## src/rtl/mc_pkg.sv

```systemverilog
// Shared types for the missionaries-and-cannibals move engine: response codes,
// FSM state encodings, boat side constants and the bank safety rule.
package mc_pkg;

  typedef enum logic [2:0] {
    RSP_OK     = 3'd0,
    RSP_CAP    = 3'd1,
    RSP_AVAIL  = 3'd2,
    RSP_UNSAFE = 3'd3,
    RSP_EMPTY  = 3'd4
  } rsp_code_e;

  localparam logic [1:0] ST_IDLE  = 2'd0;
  localparam logic [1:0] ST_CHECK = 2'd1;
  localparam logic [1:0] ST_DONE  = 2'd2;

  localparam logic START = 1'b0;
  localparam logic FAR   = 1'b1;

  // A bank is unsafe when missionaries are present and outnumbered.
  function automatic logic bank_unsafe(input int m, input int c);
    return (m > 0) && (m < c);
  endfunction

endpackage

```

## src/rtl/mc_undo_stack.sv

```systemverilog
// LIFO of committed moves kept in a circular buffer; when full, a push
// overwrites the oldest entry and the occupancy stays at DEPTH.
module mc_undo_stack #(
  parameter int DW    = 4,
  parameter int DEPTH = 16
) (
  input  logic          clk,
  input  logic          rst,
  input  logic          clear,
  input  logic          push,
  input  logic          pop,
  input  logic [DW-1:0] push_data,
  output logic [DW-1:0] top_data,
  output logic          empty
);

  localparam int AW = (DEPTH > 1) ? $clog2(DEPTH) : 1;
  localparam int CW = $clog2(DEPTH + 1);

  logic [DW-1:0] mem [DEPTH];
  logic [AW-1:0] wr_ptr;
  logic [AW-1:0] last_ptr;
  logic [CW-1:0] count;

  function automatic logic [AW-1:0] ptr_inc(input logic [AW-1:0] p);
    return (p == AW'(DEPTH - 1)) ? '0 : p + 1'b1;
  endfunction

  function automatic logic [AW-1:0] ptr_dec(input logic [AW-1:0] p);
    return (p == '0) ? AW'(DEPTH - 1) : p - 1'b1;
  endfunction

  assign last_ptr = ptr_dec(wr_ptr);
  assign top_data = mem[last_ptr];
  assign empty    = (count == '0);

  always_ff @(posedge clk or posedge rst) begin
    if (rst) begin
      wr_ptr <= '0;
      count  <= '0;
    end else if (clear) begin
      wr_ptr <= '0;
      count  <= '0;
    end else if (push) begin
      wr_ptr <= ptr_inc(wr_ptr);
      if (count != CW'(DEPTH)) count <= count + 1'b1;
    end else if (pop && !empty) begin
      wr_ptr <= last_ptr;
      count  <= count - 1'b1;
    end
  end

  // Storage needs no reset: occupancy gates every read.
  always_ff @(posedge clk) begin
    if (push && !clear) mem[wr_ptr] <= push_data;
  end

endmodule

```

## src/rtl/mc_move_engine.sv

```systemverilog
// Host-driven missionaries-and-cannibals move engine: checks, commits and reports moves.
// Define MC_MOVE_ENGINE_UNDO_EN to add the mv_undo port and the undo history.
module mc_move_engine
  import mc_pkg::*;
#(
  parameter int N     = 3,
  parameter int CAP   = 2,
  parameter int DEPTH = 16,
  localparam int W    = $clog2(N + 1)
) (
  input  logic         clk,
  input  logic         rst,
  input  logic         restart,
  // A request transfers on a rising edge with mv_valid && mv_ready; mv_ready is
  // registered and low during evaluation, so requests pace at one per two cycles.
  input  logic         mv_valid,
  output logic         mv_ready,
  input  logic [W-1:0] mv_m,
  input  logic [W-1:0] mv_c,
`ifdef MC_MOVE_ENGINE_UNDO_EN
  input  logic         mv_undo,
`endif
  output logic         rsp_valid,
  output logic [2:0]   rsp_code,
  output logic [W-1:0] m_left,
  output logic [W-1:0] c_left,
  output logic         boat_side,
  output logic [15:0]  move_count,
  output logic         finish,
  output logic [1:0]   dbg_state
);

`ifdef MC_MOVE_ENGINE_UNDO_EN
  localparam logic DONE_READY = 1'b1;
`else
  localparam logic DONE_READY = 1'b0;
`endif

  logic [1:0]   state;
  logic [W-1:0] req_m, req_c;
  logic         accept;
  logic         in_check;

  logic [W:0]   boat_sum;
  logic [W-1:0] bank_m, bank_c;
  logic [W-1:0] post_m, post_c;
  logic         cap_bad, avail_bad, unsafe_bad;

  rsp_code_e    code;
  logic [W-1:0] nx_m, nx_c;
  logic         nx_side;
  logic [15:0]  nx_count;
  logic         nx_finish;
  logic         commit;

  assign accept    = mv_valid && mv_ready && !restart;
  assign in_check  = (state == ST_CHECK) && !restart;
  assign dbg_state = state;

  assign boat_sum = {1'b0, req_m} + {1'b0, req_c};
  assign bank_m   = (boat_side == FAR) ? W'(N) - m_left : m_left;
  assign bank_c   = (boat_side == FAR) ? W'(N) - c_left : c_left;
  // Start-bank counts after the crossing; meaningful only once AVAIL has passed.
  assign post_m   = (boat_side == FAR) ? m_left + req_m : m_left - req_m;
  assign post_c   = (boat_side == FAR) ? c_left + req_c : c_left - req_c;

  assign cap_bad    = (boat_sum == '0) || (int'(boat_sum) > CAP);
  assign avail_bad  = (req_m > bank_m) || (req_c > bank_c);
  assign unsafe_bad = bank_unsafe(int'(post_m), int'(post_c)) ||
                      bank_unsafe(N - int'(post_m), N - int'(post_c));

`ifdef MC_MOVE_ENGINE_UNDO_EN
  logic           req_undo;
  logic           undo_ok;
  logic [2*W-1:0] hist_top;
  logic           hist_empty;
  logic [W-1:0]   undo_m, undo_c;

  // Reversal direction follows the current boat side: the boat sits on the bank it last moved to.
  assign undo_m = (boat_side == FAR) ? m_left + hist_top[2*W-1:W] : m_left - hist_top[2*W-1:W];
  assign undo_c = (boat_side == FAR) ? c_left + hist_top[W-1:0]   : c_left - hist_top[W-1:0];

  mc_undo_stack #(
    .DW    (2 * W),
    .DEPTH (DEPTH)
  ) u_hist (
    .clk       (clk),
    .rst       (rst),
    .clear     (restart),
    .push      (in_check && commit),
    .pop       (in_check && undo_ok),
    .push_data ({req_m, req_c}),
    .top_data  (hist_top),
    .empty     (hist_empty)
  );
`else
  logic unused_cfg;
  assign unused_cfg = ^{commit, DEPTH};
`endif

  always_comb begin
    code     = RSP_OK;
    nx_m     = m_left;
    nx_c     = c_left;
    nx_side  = boat_side;
    nx_count = move_count;
    commit   = 1'b0;
`ifdef MC_MOVE_ENGINE_UNDO_EN
    undo_ok  = 1'b0;
    if (req_undo) begin
      if (hist_empty) begin
        code = RSP_EMPTY;
      end else begin
        undo_ok  = 1'b1;
        nx_m     = undo_m;
        nx_c     = undo_c;
        nx_side  = ~boat_side;
        nx_count = (move_count == 16'd0) ? 16'd0 : move_count - 16'd1;
      end
    end else
`endif
    if (finish) begin
      code = RSP_AVAIL;
    end else if (cap_bad) begin
      code = RSP_CAP;
    end else if (avail_bad) begin
      code = RSP_AVAIL;
    end else if (unsafe_bad) begin
      code = RSP_UNSAFE;
    end else begin
      commit   = 1'b1;
      nx_m     = post_m;
      nx_c     = post_c;
      nx_side  = ~boat_side;
      nx_count = (move_count == 16'hFFFF) ? move_count : move_count + 16'd1;
    end
  end

  assign nx_finish = (nx_m == '0) && (nx_c == '0) && (nx_side == FAR);

  always_ff @(posedge clk or posedge rst) begin
    if (rst) begin
      state      <= ST_IDLE;
      mv_ready   <= 1'b1;
      req_m      <= '0;
      req_c      <= '0;
      rsp_valid  <= 1'b0;
      rsp_code   <= RSP_OK;
      m_left     <= W'(N);
      c_left     <= W'(N);
      boat_side  <= START;
      move_count <= 16'd0;
      finish     <= 1'b0;
`ifdef MC_MOVE_ENGINE_UNDO_EN
      req_undo   <= 1'b0;
`endif
    end else if (restart) begin
      state      <= ST_IDLE;
      mv_ready   <= 1'b1;
      rsp_valid  <= 1'b0;
      rsp_code   <= RSP_OK;
      m_left     <= W'(N);
      c_left     <= W'(N);
      boat_side  <= START;
      move_count <= 16'd0;
      finish     <= 1'b0;
    end else begin
      rsp_valid <= 1'b0;
      if (state == ST_CHECK) begin
        rsp_valid  <= 1'b1;
        rsp_code   <= code;
        m_left     <= nx_m;
        c_left     <= nx_c;
        boat_side  <= nx_side;
        move_count <= nx_count;
        finish     <= nx_finish;
        state      <= nx_finish ? ST_DONE : ST_IDLE;
        mv_ready   <= nx_finish ? DONE_READY : 1'b1;
      end else if (state != ST_IDLE && state != ST_DONE) begin
        state    <= ST_IDLE;
        mv_ready <= 1'b1;
      end else if (accept) begin
        req_m    <= mv_m;
        req_c    <= mv_c;
`ifdef MC_MOVE_ENGINE_UNDO_EN
        req_undo <= mv_undo;
`endif
        state    <= ST_CHECK;
        mv_ready <= 1'b0;
      end
    end
  end

endmodule
```

## config.mk

```make
export PLATFORM = sky130hd
export DESIGN_NAME = mc_move_engine
export DESIGN_NICKNAME = d
export VERILOG_FILES = /design/src/rtl/mc_pkg.sv /design/src/rtl/mc_undo_stack.sv /design/src/rtl/mc_move_engine.sv
export SDC_FILE = /design/constraint.sdc
export NUM_CORES = 1
export LEC_CHECK = 0
export ABC_CLOCK_PERIOD_IN_PS = 7050
export BUFFER_PORTS_ARGS = -buffer_cell sky130_fd_sc_hd__clkbuf_2
export CAP_MARGIN = 20
export CELL_PAD_IN_SITES_DETAIL_PLACEMENT = 1
export CELL_PAD_IN_SITES_GLOBAL_PLACEMENT = 1
export CORE_UTILIZATION = 45
export CTS_BUF_LIST = sky130_fd_sc_hd__clkbuf_4 sky130_fd_sc_hd__clkbuf_8 sky130_fd_sc_hd__clkbuf_16
export CTS_CLUSTER_DIAMETER = 60
export DETAILED_ROUTE_END_ITERATION = 16
export PLACE_DENSITY_LB_ADDON = 0.1
export SKIP_CTS_REPAIR_TIMING = 1
export SLEW_MARGIN = 25
export SYNTH_ARGS = -nofsm -noshare
export SYNTH_HDL_FRONTEND = slang
export SYNTH_SLANG_ARGS = --single-unit
```

## constraint.sdc

```tcl
create_clock -name clk -period 7.05 [get_ports clk]
set_clock_uncertainty 0.15 [all_clocks]
set_input_delay 1.0575 -clock clk [delete_from_list [all_inputs] [get_ports clk]]
set_output_delay 1.0575 -clock clk [all_outputs]
set_load 0.005 [all_outputs]
```

==> impl_metrics.yaml <==
run_status:
  status: "completed"
synthesis:
  ys_top_cells_by_area: "dfrtp_1 34%, dfstp_2 6.6%, ha_1 6.3%, a21oi_1 4.0%, nand2_1 3.8%"
  ys_warn_count: 0
  synth_cell_types: 46
  synth-compound-area-share_pct: 15.9
  synthSimpleGateAreaFrac_pct: 22.5
  synth_xor_area_share_pct: 5.65
  synth_cells: 214
  synth.largest_area_cell: "dfrtp_1"
  synth_common_cells: "27 x dfrtp_1, 20 x nand2_1, 16 x a21oi_1, 14 x o21ai_0, 13 x nand3_1"
  synthArstFlopShare_pct: 100
  synth_edf_count: 0
  synthesis.nets: 233
  yosysMostFrequentCell: "dfrtp_1"
  synth_area_um2: 1990
  synth_top_area_share_pct: 33.9
  synth-seq-cells: 32
  synth_top_family_by_area: "simple AND/OR/NAND/NOR gates"
  synth_flop_cell: "dfrtp_1"
  synth_adder_area_share_pct: 7.28
  synth-seq-area-share_pct: 40.5
  syn_avg_cell_area_um2: 9.32
  synth_mux_area_share_pct: 2.63
floorplanning:
  die_h_um: 68.6
  die_area_um2: 4700
  core_um2: 4120
  die-width_um: 68.6
  ioPinCount: 37
  placementRows: 23
  initial_core_util_pct: 48.5
critical_path:
  path_class: "flip-flop to flip-flop"
  slowest_stage: "dfstp_2"
  cp_max_fo: 30
  rr_worst_depth: 11
  startpoint_type: "flip-flop"
  cpPeakStageDelay_ns: 0.57
  cp.arrival_ns: 3.47
  critical_path.endpoint: "move_count[14]"
  r2r_start: "c_left[0]"
  r2r_slack_ns: 3.60
  timing.critical_path.from: "c_left[0]"
  r2r-end: "move_count[14]"
  cp_common_cell: "xnor2_1"
  worst_ep_required_time_ns: 7.08
  end_kind: "flip-flop"
  critical_path.cell_chain: "ha_1 > xnor2_1 > xnor2_1 > xnor2_1 > ha_1 > nor2_1 > o32a_1 > o21ai_2 > o21ai_4 > nor4_1 > mux2_2"
routing:
  vias: 1689
  ant_nets: 0
  drt_wl_total_um: 4590
  drt_iter0_markers: 61
  drc: 0
  wl_per_cell_um: 15.4
  first_pass_iters: 4
  routed_via_density: 5.67
placed_design:
  dpl_cell_area_um2: 2180
  post-dp-hpwl_um: 3390
  portBuffers: 35
  routabilityCongestion: 0.753
  place_inst: 290
timing:
  rsz0062_at_grt: "no"
  setup_violations: 0
  slew_headroom_pct: 37.9
  worst_pin_slew_ns: 0.924
  fin_tns_setup_ns: 0
  fmax_mhz: 290
  slew_violations: 0
  finalCriticalPeriod_ns: 3.45
  hold_viol_final: 0
  fin_crit_sh_pct: 48.9
grt:
  grt_pass1_vias: 1690
  grt_pass1_wl_um: 7830
  grt_use_total_pct: 22.8
  grt_remaining_overflow: 0
  antenna_found_initial: 0
  grt_max_degree: 33
clock_tree:
  cts.reportedPaths.clkPinSlew_ns: 0.07
  htreeDepth: 2
  clock-sinks: 32
  cts_made_buffers: 5
  cts_tree: "yes"
  clockBufferDepth: 2
  clock_latency_ns: 0.29
  cts_root_buf: "clkbuf_8"
finish:
  drive_gt1_share_pct: 24.2
  stdcell_area_um2: 2280
  seq_area_um2: 807
  n_antenna_cell: 0
  nets: 266
  n_fill_cell: 513
  synthToLayoutAreaGrowth_pct: 14.2
  final_core_util_pct: 55.3
  layout.cells.non_filler: 298
  multiInputGateArea_um2: 1090
pwr:
  clkPwrFrac_pct: 22.1
  seq_power_share_pct: 32.7
  comb_power_share_pct: 45.2
  cellLeakagePower_nw: 0.996
  netSwitchingPower_uw: 259
  fin_total_pwr_uw: 661
  intPower_uw: 402
  p_per_area_nw_per_um2: 290
  ir_worst_vdd_uv: 150
  switching_share_pct: 39.2
flow_run:
  cap_violations: 0
hold_path:
  min_path_type: "flip-flop to flip-flop"
-- logic make-up after synthesis --
| group | Yosys count |
|---|---|
| AOI/OAI and AO/OA | 51 |
| DFF | 32 |
| and+or+nand+nor | 80 |
| other | 1 |
| muxes | 5 |
| adders and majority gates | 11 |
| buffers and inverters | 23 |
| xor gates and xnor gates | 11 |
-- final cells by class --
class / count / share of cell area, %
clock buffer: 7 / 3.68
clock inverter: 1 / 0.220
inverter: 13 / 2.14
multi-input combinational: 159 / 47.7
sequential: 32 / 35.4
tap: 50 / 2.75
timing repair buffer: 36 / 8.02
-- state kept, by name, summed over array words and instances (netlist names), 2 cells and up --
| signal | flops |
|---|---|
| req_c | 2 |
| c_left | 2 |
| move_count | 16 |
| m_left | 2 |
| dbg_state | 2 |
| req_m | 2 |
| rsp_code | 2 |
-- through the flow --
| stage | hold WS, ns | setup WS [ns] |
|---|---|---|
| global placement | 0.338 | 3.45 |
| detailed placement | 0.339 | 3.30 |
| floorplan | 0.332 | 3.92 |
| global route | 0.377 | 3.26 |
| finish | 0.346 | 3.60 |
| CTS | 0.352 | 3.30 |
-- worst min-delay path by stage --
stage          slack [ns]     start  cells after the start  endpoint
2_1_floorplan        0.33  mv_ready                      2  mv_ready
3_3_place_gp         0.34  mv_ready                      2  mv_ready
3_5_place_dp         0.34  mv_ready                      2  mv_ready
4_1_cts              0.35  mv_ready                      2  mv_ready
5_1_grt              0.38  mv_ready                      2  mv_ready
6_report             0.35  mv_ready                      2  mv_ready
-- power groups by stage --
stage	combinational (mW)	sequential (mW)	clock (mW)
final	0.298	0.216	0.146
after global routing	0.347	0.219	0.159
after CTS	0.294	0.217	0.152
after detailed placement	0.293	0.220	0
after global placement	0.283	0.220	0
after floorplan	0.243	0.214	0
-- cells in the final DEF (no fill, tap or decap), types with 4 or more instances in the layout --
master    count
clkbuf_8      5
o21ai_0      14
clkbuf_2     35
dfrtp_1      27
nand3_1      13
or4_1         9
inv_1        12
nor2b_1       5
a21oi_1      16
nor2_1       11
or3_1         4
o31ai_1       8
dfstp_2       5
nand2_1      20
xnor2_1       8
ha_1         10
-- layer usage --
layer | vias to the layer above | global-route usage (%) | wire length (um)
li1 | 835 | - | -
met1 | 817 | 30.9 | 2220
met2 | 31 | 36.0 | 2170
met3 | 6 | 3.95 | 136
met4 | 0 | 8.59 | 64
met5 | - | 0 | 0
-- critical path: cells and delay by family, from the launching register on --
kind                       cells  cell delay, ns
AOI/OAI and AO/OA              3            0.87
xor gates and xnor gates       3            0.53
adders and majority gates      2            0.51
DFF                            1            0.57
muxes                          1            0.30
and+or+nand+nor                2            0.38
Note: power is estimated with default switching activity, not from simulation.
